<file path="config.mk">
export PLATFORM = sky130hd
export DESIGN_NAME = float_divider_seq_flat
export DESIGN_NICKNAME = d
export VERILOG_FILES = /design/src/rtl/float_divider_seq_if.sv /design/src/rtl/float_divider_seq.sv /design/src/flat_wrapper.sv
export SDC_FILE = /design/constraint.sdc
export NUM_CORES = 1
export LEC_CHECK = 0
export CAP_MARGIN = 20
export CORE_UTILIZATION = 24
export DETAILED_ROUTE_END_ITERATION = 8
export GPL_TIMING_DRIVEN = 0
export PLACE_DENSITY = 0.45
export SKIP_LAST_GASP = 1
export SYNTH_ARGS = -nofsm -noshare
export SYNTH_HDL_FRONTEND = slang
export SYNTH_SLANG_ARGS = --single-unit
</file>
<file path="constraint.sdc">
create_clock -name clk -period 8.4 [get_ports clk]
set_input_delay 1.68 -clock clk [delete_from_list [all_inputs] [get_ports clk]]
set_output_delay 1.68 -clock clk [all_outputs]
set_load 0.05 [all_outputs]
</file>
<file path="src/rtl/float_divider_seq_if.sv">
// ---------------------------------------------------------------------------
// float_divider_seq_if
// Purpose : Bundles the start/busy/done handshake and operand/result buses
//           of the sequential single-precision divider.
// Signals : start    - request; only taken while the divider is idle
//           dividend - IEEE-754 single, captured when a request is taken
//           divisor  - IEEE-754 single, captured when a request is taken
//           result   - quotient, refreshed only on the done cycle
//           busy     - high while a division is in progress
//           done     - one-cycle pulse marking result valid
//           divZero  - divisor was +/-0; refreshed together with result
// Modports: master drives the request side; slave is the divider itself.
// ---------------------------------------------------------------------------
interface float_divider_seq_if;
    logic        start;
    logic [31:0] dividend;
    logic [31:0] divisor;
    logic [31:0] result;
    logic        busy;
    logic        done;
    logic        divZero;

    modport master (
        output start, dividend, divisor,
        input  result, busy, done, divZero
    );

    modport slave (
        input  start, dividend, divisor,
        output result, busy, done, divZero
    );
endinterface

</file>
<file path="src/rtl/float_divider_seq.sv">
// ---------------------------------------------------------------------------
// float_divider_seq
// Purpose : Iterative IEEE-754 single-precision divider. Restoring division of
//           the significands produces one quotient bit per clock (26 bits),
//           followed by a single normalise/round step. Rounding is half-up on
//           the first dropped bit. Normal operands only; a zero divisor gives
//           signed infinity with divZero set, a zero dividend gives signed
//           zero. Fixed latency: done is high in the cycle after the 27th
//           clock edge following the accepted start.
// Ports   : clk  - rising-edge clock
//           rst  - asynchronous, active-high reset
//           bus  - float_divider_seq_if.slave (start/operands in,
//                  result/busy/done/divZero out)
// ---------------------------------------------------------------------------
module float_divider_seq (
    input  logic                  clk,
    input  logic                  rst,
    float_divider_seq_if.slave    bus
);

    typedef enum logic [1:0] {
        IDLE  = 2'd0,
        CALC  = 2'd1,
        ROUND = 2'd2
    } state_t;

    state_t      state_q,   state_d;
    logic [23:0] nb_q,      nb_d;
    logic [24:0] rem_q,     rem_d;
    logic [25:0] quo_q,     quo_d;
    logic [4:0]  cnt_q,     cnt_d;
    logic        sign_q,    sign_d;
    logic [7:0]  expA_q,    expA_d;
    logic [7:0]  expB_q,    expB_d;
    logic        aZero_q,   aZero_d;
    logic        bZero_q,   bZero_d;
    logic [31:0] result_q,  result_d;
    logic        done_q,    done_d;
    logic        divZero_q, divZero_d;

    // One restoring-division step: subtract the divisor when it fits, then
    // shift the partial remainder left. The remainder always stays below
    // 2*Nb, so the shifted value fits in 25 bits.
    logic        qBit;
    logic [24:0] remSub;
    logic [24:0] remKeep;

    always_comb begin
        qBit    = (rem_q >= {1'b0, nb_q});
        remSub  = rem_q - {1'b0, nb_q};
        remKeep = qBit ? remSub : rem_q;
    end

    // Normalise and round the finished quotient. The quotient lies in
    // [2^24, 2^26), so only its top bit decides the one-place normalise.
    // Adding the round bit to the 23-bit fraction wraps to zero exactly when
    // {1,F}+r would carry out, and that carry bumps the exponent.
    logic [22:0] fracRaw;
    logic        roundBit;
    logic [7:0]  expRaw;
    logic [22:0] fracRnd;
    logic [7:0]  expRnd;
    logic        carry;

    always_comb begin
        if (quo_q[25]) begin
            fracRaw  = quo_q[24:2];
            roundBit = quo_q[1];
            expRaw   = expA_q - expB_q + 8'd127;
        end else begin
            fracRaw  = quo_q[23:1];
            roundBit = quo_q[0];
            expRaw   = expA_q - expB_q + 8'd126;
        end
        carry   = (&fracRaw) & roundBit;
        fracRnd = fracRaw + {22'd0, roundBit};
        expRnd  = expRaw + {7'd0, carry};
    end

    // Next-state and datapath control. Everything holds by default; done
    // is a single-cycle pulse so it defaults low.
    always_comb begin
        state_d   = state_q;
        nb_d      = nb_q;
        rem_d     = rem_q;
        quo_d     = quo_q;
        cnt_d     = cnt_q;
        sign_d    = sign_q;
        expA_d    = expA_q;
        expB_d    = expB_q;
        aZero_d   = aZero_q;
        bZero_d   = bZero_q;
        result_d  = result_q;
        divZero_d = divZero_q;
        done_d    = 1'b0;

        unique case (state_q)
            IDLE: begin
                if (bus.start) begin
                    nb_d    = {1'b1, bus.divisor[22:0]};
                    rem_d   = {2'b01, bus.dividend[22:0]};
                    quo_d   = 26'd0;
                    cnt_d   = 5'd25;
                    sign_d  = bus.dividend[31] ^ bus.divisor[31];
                    expA_d  = bus.dividend[30:23];
                    expB_d  = bus.divisor[30:23];
                    aZero_d = (bus.dividend[30:0] == 31'd0);
                    bZero_d = (bus.divisor[30:0] == 31'd0);
                    state_d = CALC;
                end
            end

            CALC: begin
                rem_d = remKeep << 1;
                quo_d = {quo_q[24:0], qBit};
                cnt_d = cnt_q - 5'd1;
                if (cnt_q == 5'd0) begin
                    state_d = ROUND;
                end
            end

            ROUND: begin
                // Special operands override the datapath; a zero divisor
                // takes priority over a zero dividend.
                if (bZero_q) begin
                    result_d  = {sign_q, 8'hFF, 23'd0};
                    divZero_d = 1'b1;
                end else if (aZero_q) begin
                    result_d  = {sign_q, 31'd0};
                    divZero_d = 1'b0;
                end else begin
                    result_d  = {sign_q, expRnd, fracRnd};
                    divZero_d = 1'b0;
                end
                done_d  = 1'b1;
                state_d = IDLE;
            end

            default: begin
                state_d = IDLE;
            end
        endcase
    end

    // State register. Reset aborts any operation in flight and clears the
    // visible outputs immediately.
    always_ff @(posedge clk or posedge rst) begin
        if (rst) begin
            state_q   <= IDLE;
            nb_q      <= 24'd0;
            rem_q     <= 25'd0;
            quo_q     <= 26'd0;
            cnt_q     <= 5'd0;
            sign_q    <= 1'b0;
            expA_q    <= 8'd0;
            expB_q    <= 8'd0;
            aZero_q   <= 1'b0;
            bZero_q   <= 1'b0;
            result_q  <= 32'd0;
            done_q    <= 1'b0;
            divZero_q <= 1'b0;
        end else begin
            state_q   <= state_d;
            nb_q      <= nb_d;
            rem_q     <= rem_d;
            quo_q     <= quo_d;
            cnt_q     <= cnt_d;
            sign_q    <= sign_d;
            expA_q    <= expA_d;
            expB_q    <= expB_d;
            aZero_q   <= aZero_d;
            bZero_q   <= bZero_d;
            result_q  <= result_d;
            done_q    <= done_d;
            divZero_q <= divZero_d;
        end
    end

    assign bus.result  = result_q;
    assign bus.done    = done_q;
    assign bus.divZero = divZero_q;
    assign bus.busy    = (state_q != IDLE);

endmodule

</file>
<file path="src/flat_wrapper.sv">
// flat-port wrapper written by rule: the top's interface ports become plain ports
module float_divider_seq_flat 
  (clk, rst, bus_start, bus_dividend, bus_divisor, bus_result, bus_busy, bus_done, bus_divZero);
  float_divider_seq_if bus_i ();
  input  logic clk;
  input  logic rst;
  input wire logic [$bits(bus_i.start)-1:0] bus_start;
  input wire logic [$bits(bus_i.dividend)-1:0] bus_dividend;
  input wire logic [$bits(bus_i.divisor)-1:0] bus_divisor;
  output wire logic [$bits(bus_i.result)-1:0] bus_result;
  output wire logic [$bits(bus_i.busy)-1:0] bus_busy;
  output wire logic [$bits(bus_i.done)-1:0] bus_done;
  output wire logic [$bits(bus_i.divZero)-1:0] bus_divZero;
  assign bus_i.start = bus_start;
  assign bus_i.dividend = bus_dividend;
  assign bus_i.divisor = bus_divisor;
  assign bus_result = bus_i.result;
  assign bus_busy = bus_i.busy;
  assign bus_done = bus_i.done;
  assign bus_divZero = bus_i.divZero;
  float_divider_seq u_core (.clk(clk), .rst(rst), .bus(bus_i));
endmodule
</file>
Yosys cells after proc, flatten, opt, wreduce, memory -nomap -nowiden

Cells that the tools add are included.

Register bits after elaboration: 135
Bits in latches: 0
Memory bits (writable): 0
ROM bits: 0
Output and inout port bits: 35
Logic and storage cells: 54
Memories kept: 0

Add/sub/neg operators: 7
Multiply operators: 0
Divide/modulo/power cells: 0
$lt $le $gt $ge: 1
Eq/ne operators: 4
Shift operators: 0
Muxes and demuxes: 17
Bitwise logic cells: 2
Reductions and logical operators: 10

Operators with widths:

| operator                                                           | count |
|---|---|
| 31-bit zero test                                                   | 2 |
| 31-bit 2-to-1 mux                                                  | 2 |
| 26-bit one-hot mux with 2 select lines                             | 1 |
| 25-bit one-hot mux with 2 select lines                             | 1 |
| 26-bit 2-to-1 mux                                                  | 1 |
| 25-bit by 24-bit >= comparator with 1-bit output                   | 1 |
| 25-bit 2-to-1 mux                                                  | 1 |
| 24-bit 2-to-1 mux                                                  | 1 |
| 24-bit subtractor                                                  | 1 |
| 23-bit by 1-bit adder with 23-bit output                           | 1 |
| 23-bit 2-to-1 mux                                                  | 1 |
| 23-bit AND reduction                                               | 1 |
| 8-bit by 7-bit adder with 8-bit output, second input constant      | 2 |
| 5-bit one-hot mux with 2 select lines                              | 1 |
| 8-bit by 1-bit adder with 8-bit output                             | 1 |
| 8-bit 2-to-1 mux                                                   | 1 |
| 8-bit subtractor                                                   | 1 |
| 2-bit AND reduction                                                | 3 |
| 5-bit zero test                                                    | 1 |
| 5-bit 2-to-1 mux                                                   | 1 |
| 5-bit by 1-bit subtractor with 5-bit output, second input constant | 1 |
| 2-bit 2-to-1 mux                                                   | 2 |
| 2-bit one-hot mux with 2 select lines                              | 1 |
| 2-bit nonzero test                                                 | 2 |
| 8 further kinds                                                    | 10 |

Logic depth before layout (Yosys ltp)

Depth in word-level cells: 6
Gate-level depth with buffers: 16

Least setup slack after synthesis

Ideal clock, no wire load.

Path kind: register to register
Start point: register u_core.quo_q[25]
End point: register u_core.result_q[16], in the netlist u_core.bus.result[16]
Library setup time: 0.121 ns
Data arrival time: 2.965 ns
Data required time: 8.279 ns
Setup slack: 5.314 ns
Cell stages (with the launch flop): 14
Path buffers: 4
Period minus slack after synthesis: 3.086 ns
Path through: dfrtp_1 buf_4 buf_2 buf_1 clkbuf_1 nand2_1 nand2_1 ha_1 o211ai_1 or3_1 mux2_2 a22oi_1 o21ai_1 a22o_1

Cells in the longest elaborated chain, start to end: 4

Ends and longest elaborated chain:

| element                                                      | line                     | RTL |
|---|---|---|
| start: declaration                                           | float_divider_seq.sv:30  | `logic [25:0] quo_q, quo_d;` |
| start signal: assignment                                     | float_divider_seq.sv:166 | `quo_q <= quo_d;` |
| 23-bit 2-to-1 mux / 1-bit 2-to-1 mux (equally long branches) | float_divider_seq.sv:66  | `if (quo_q[25]) begin` |
| 23-bit by 1-bit adder with 23-bit output *                   | float_divider_seq.sv:76  | `fracRnd = fracRaw + {22'd0, roundBit};` |
| 31-bit 2-to-1 mux *                                          | float_divider_seq.sv:128 | `end else if (aZero_q) begin` |
| 31-bit 2-to-1 mux *                                          | float_divider_seq.sv:125 | `if (bZero_q) begin` |
| end signal: assignment                                       | float_divider_seq.sv:173 | `result_q <= result_d;` |
| end: declaration                                             | float_divider_seq.sv:37  | `logic [31:0] result_q, result_d;` |

Mark *: on every way between the ends. The rest lies on a longest branch, timed or not.
A chain may end at the register's enable or synchronous reset.

Final worst setup path

Start point: register u_core.quo_q[25]
End point: register u_core.result_q[22], in the netlist u_core.bus.result[22]

Same word-level chain as after synthesis.

==> flow_summary.json <==
{
  "crit_chain": "buf_4 -> buf_2 -> buf_1 -> clkbuf_1 -> nand2_1 -> nand2_1 -> ha_1 -> o211ai_1 -> or3_1 -> nor2_1 -> nand2_1 -> xor2_1 -> a22o_1",
  "cts_tree": "yes",
  "post-place-cells": 1537,
  "fillCellCount": 3747,
  "root_buffer": "clkbuf_16",
  "cts.sinks": 135,
  "dp_hpwl_um": 19900,
  "worstReg2RegStart": "u_core.quo_q[25]",
  "worstSetupPathType": "reg -> reg",
  "core-area_um2": 34900,
  "grt_pass1_wl_um": 42400,
  "grt-ovfl-total": 0,
  "drt_iter0_markers": 489,
  "seq_area_frac_synth": 0.393,
  "drv_slew": 0,
  "peakVddDrop_v": 0.000181,
  "r2r-end": "u_core.bus.result[22]",
  "slowest_stage": "clkbuf_1",
  "finalClockSkew_ns": 0.00905,
  "place_area_um2": 10200,
  "crit_end": "u_core.bus.result[22]",
  "final_common_cell": "nand2_1",
  "numCtsBuffers": 17,
  "grt_pass1_vias": 7644,
  "wl_um": 26300,
  "area_growth_pct": 25.8,
  "setup_tns_ns": 0,
  "layout_common_cells": "nand2_1, dfrtp_1, clkdlybuf4s50_1, o21ai_0, a21oi_1",
  "power.density_nw_per_um2": 455,
  "yosys.cell_types.count": 75,
  "drc": 0,
  "crit_buf_inv": 4,
  "ff2ff_setup_slack_ns": 4.54,
  "antenna_found_initial": 0,
  "die_h_um": 191,
  "slowest_delay_ns": 0.52,
  "cts_setup_buffers": 0,
  "clk_pin_slew_worst_paths_ns": 0.06,
  "clock_latency_ns": 0.43,
  "fin_area_um2": 10800,
  "fin_nets": 1210,
  "synth_area_um2": 8600,
  "dieArea_um2": 36600,
  "r2r_cells": 13,
  "vias": 7454,
  "setup_viol": 0,
  "ctsHoldBuffers": 0,
  "drt-pass1-iter-count": 5,
  "max_freq_mhz": 259,
  "antenna_cells": 0,
  "period_share": 0.459,
  "num_rows": 68,
  "ys.flop_type": "dfrtp_1",
  "yosys_warnings": 0,
  "rsz0062_at_grt": "false",
  "cts_resized": 0,
  "ys_ff_latch": 135,
  "place_congestion": 0.817,
  "synthArstFlopShare": 1.00,
  "critPathTopFamily": "buffers and inverters",
  "fin_crit_ns": 3.86,
  "relSlewSlack": 0.373,
  "syn_inst": 980,
  "min_path_type": "reg -> reg",
  "start_util": 0.247,
  "timing.final.ws_setup_ns": 4.54,
  "wl_per_cell_um": 16.8,
  "drv_cap": 0,
  "cts_buffer_depth": 2,
  "ant_nets": 0,
  "status": "completed",
  "portBuffers": 101,
  "endpoint_kind": "flip-flop",
  "post-route-util": 0.310,
  "syn_avg_cell_area_um2": 8.78,
  "grt_max_degree": 90,
  "cp-startpoint": "u_core.quo_q[25]",
  "cpMostUsedCell": "nand2_1",
  "final_cells": 1569,
  "cp.depth": 13,
  "critPathMaxFanout": 10,
  "p_leak_nw": 4.51,
  "grtUsageTotal": 0.150,
  "dieWidth_um": 191,
  "htreeDepth": 4,
  "start_kind": "flip-flop",
  "dp_slack_ns": 4.20,
  "required_ns": 8.72,
  "syn_nets": 1089,
  "tightestPinTransition_ns": 0.934,
  "drive_gt1_frac": 0.0610,
  "worstPathArrival_ns": 4.18,
  "hold_violations": 0,
  "ios": 102,
  "synth_edf_count": 0,
  "via_per_inst": 4.75
}
cell usage after synthesis, drive strengths merged, types with 8 or more instances:
library cell  count  area [um2]
o31ai             8        87.6
o21ai           108         544
nor4             23         144
nor2             37         139
a21o             11        82.6
a22o             21         184
nand3            29         145
xnor2            24         210
buf              16         116
mux2i            31         310
nand2           166         623
inv              47         176
xor2             21         184
and3             12        75.1
a21oi            51         270
nor3             18        90.1
mux2              9         101
ha               40         500
nor2b            14        87.6
a22oi            10        75.1
a31oi             8        50.1
nand4            10        62.6
dfrtp           135        3380
clkbuf           42         158
layer usage:
layer	share of wire	track usage	up-vias
li1	-	-	3738
met1	0.49	0.204	3551
met2	0.46	0.245	147
met3	0.036	0.0275	18
met4	0.011	0.0360	0
met5	0	0	-
flip-flops by register name (all words and copies together), names as in the netlist, 2 cells and up:
register,flops
u_core.nb_q,24
u_core.expA_q,8
u_core.quo_q,26
u_core.cnt_q,5
u_core.bus.result,32
u_core.rem_q,25
u_core.state_q,2
u_core.expB_q,8
worst min path at each step:
stage,start,endpoint,slack (ns),cells past startpoint
floorplan,u_core.nb_q[23],u_core.nb_q[23],0.42,2
global placement,u_core.nb_q[23],u_core.nb_q[23],0.44,2
detailed placement,u_core.nb_q[23],u_core.nb_q[23],0.44,2
CTS,u_core.nb_q[23],u_core.nb_q[23],0.45,2
global route,u_core.nb_q[23],u_core.nb_q[23],0.48,2
finish,u_core.nb_q[23],u_core.nb_q[23],0.46,2
power breakdown:
| group | internal (mW) | switching (mW) | total [mW] |
|---|---|---|---|
| clock | 0.483 | 0.312 | 0.795 |
| combinational | 1.28 | 1.76 | 3.04 |
| sequential | 0.906 | 0.183 | 1.09 |
worst register-to-register path: cells and delay by family (launching register included):
kind                       cells  cell delay, ns
xor gates and xnor gates       1            0.18
AOI/OAI and AO/OA              2            0.46
adders and majority gates      1            0.19
buffers and inverters          4            1.46
and+or+nand+nor                5            1.13
DFF                            1            0.32
metrics by stage:
step,hold slack (ns),power (mW)
2_1_floorplan,0.418,3.40
3_3_place_gp,0.439,4.11
3_5_place_dp,0.437,4.13
5_1_grt,0.477,5.36
4_1_cts,0.453,4.96
6_report,0.458,4.92
area by class of cell:
| class | count | area, um2 | area share |
|---|---|---|---|
| buffer | 58 | 274 | 0.0253 |
| clock buffer | 21 | 460 | 0.0425 |
| inverter | 48 | 185 | 0.0171 |
| multi-input combinational | 739 | 4770 | 0.441 |
| timing repair buffer | 102 | 1040 | 0.0960 |
| clock inverter | 11 | 148 | 0.0136 |
| sequential | 135 | 3380 | 0.312 |
| tap | 455 | 569 | 0.0526 |
cells by family after synthesis:
group | after synthesis | synth area share
AND/OR/NAND/NOR | 345 | 0.189
AO/OA/AOI/OAI | 265 | 0.204
flip-flops | 135 | 0.393
buffers and inverters | 106 | 0.0528
XOR/XNOR | 47 | 0.0511
adder cells (fa/ha/maj) | 42 | 0.0628
multiplexers | 40 | 0.0479
Power figures use the tool's default switching activity.
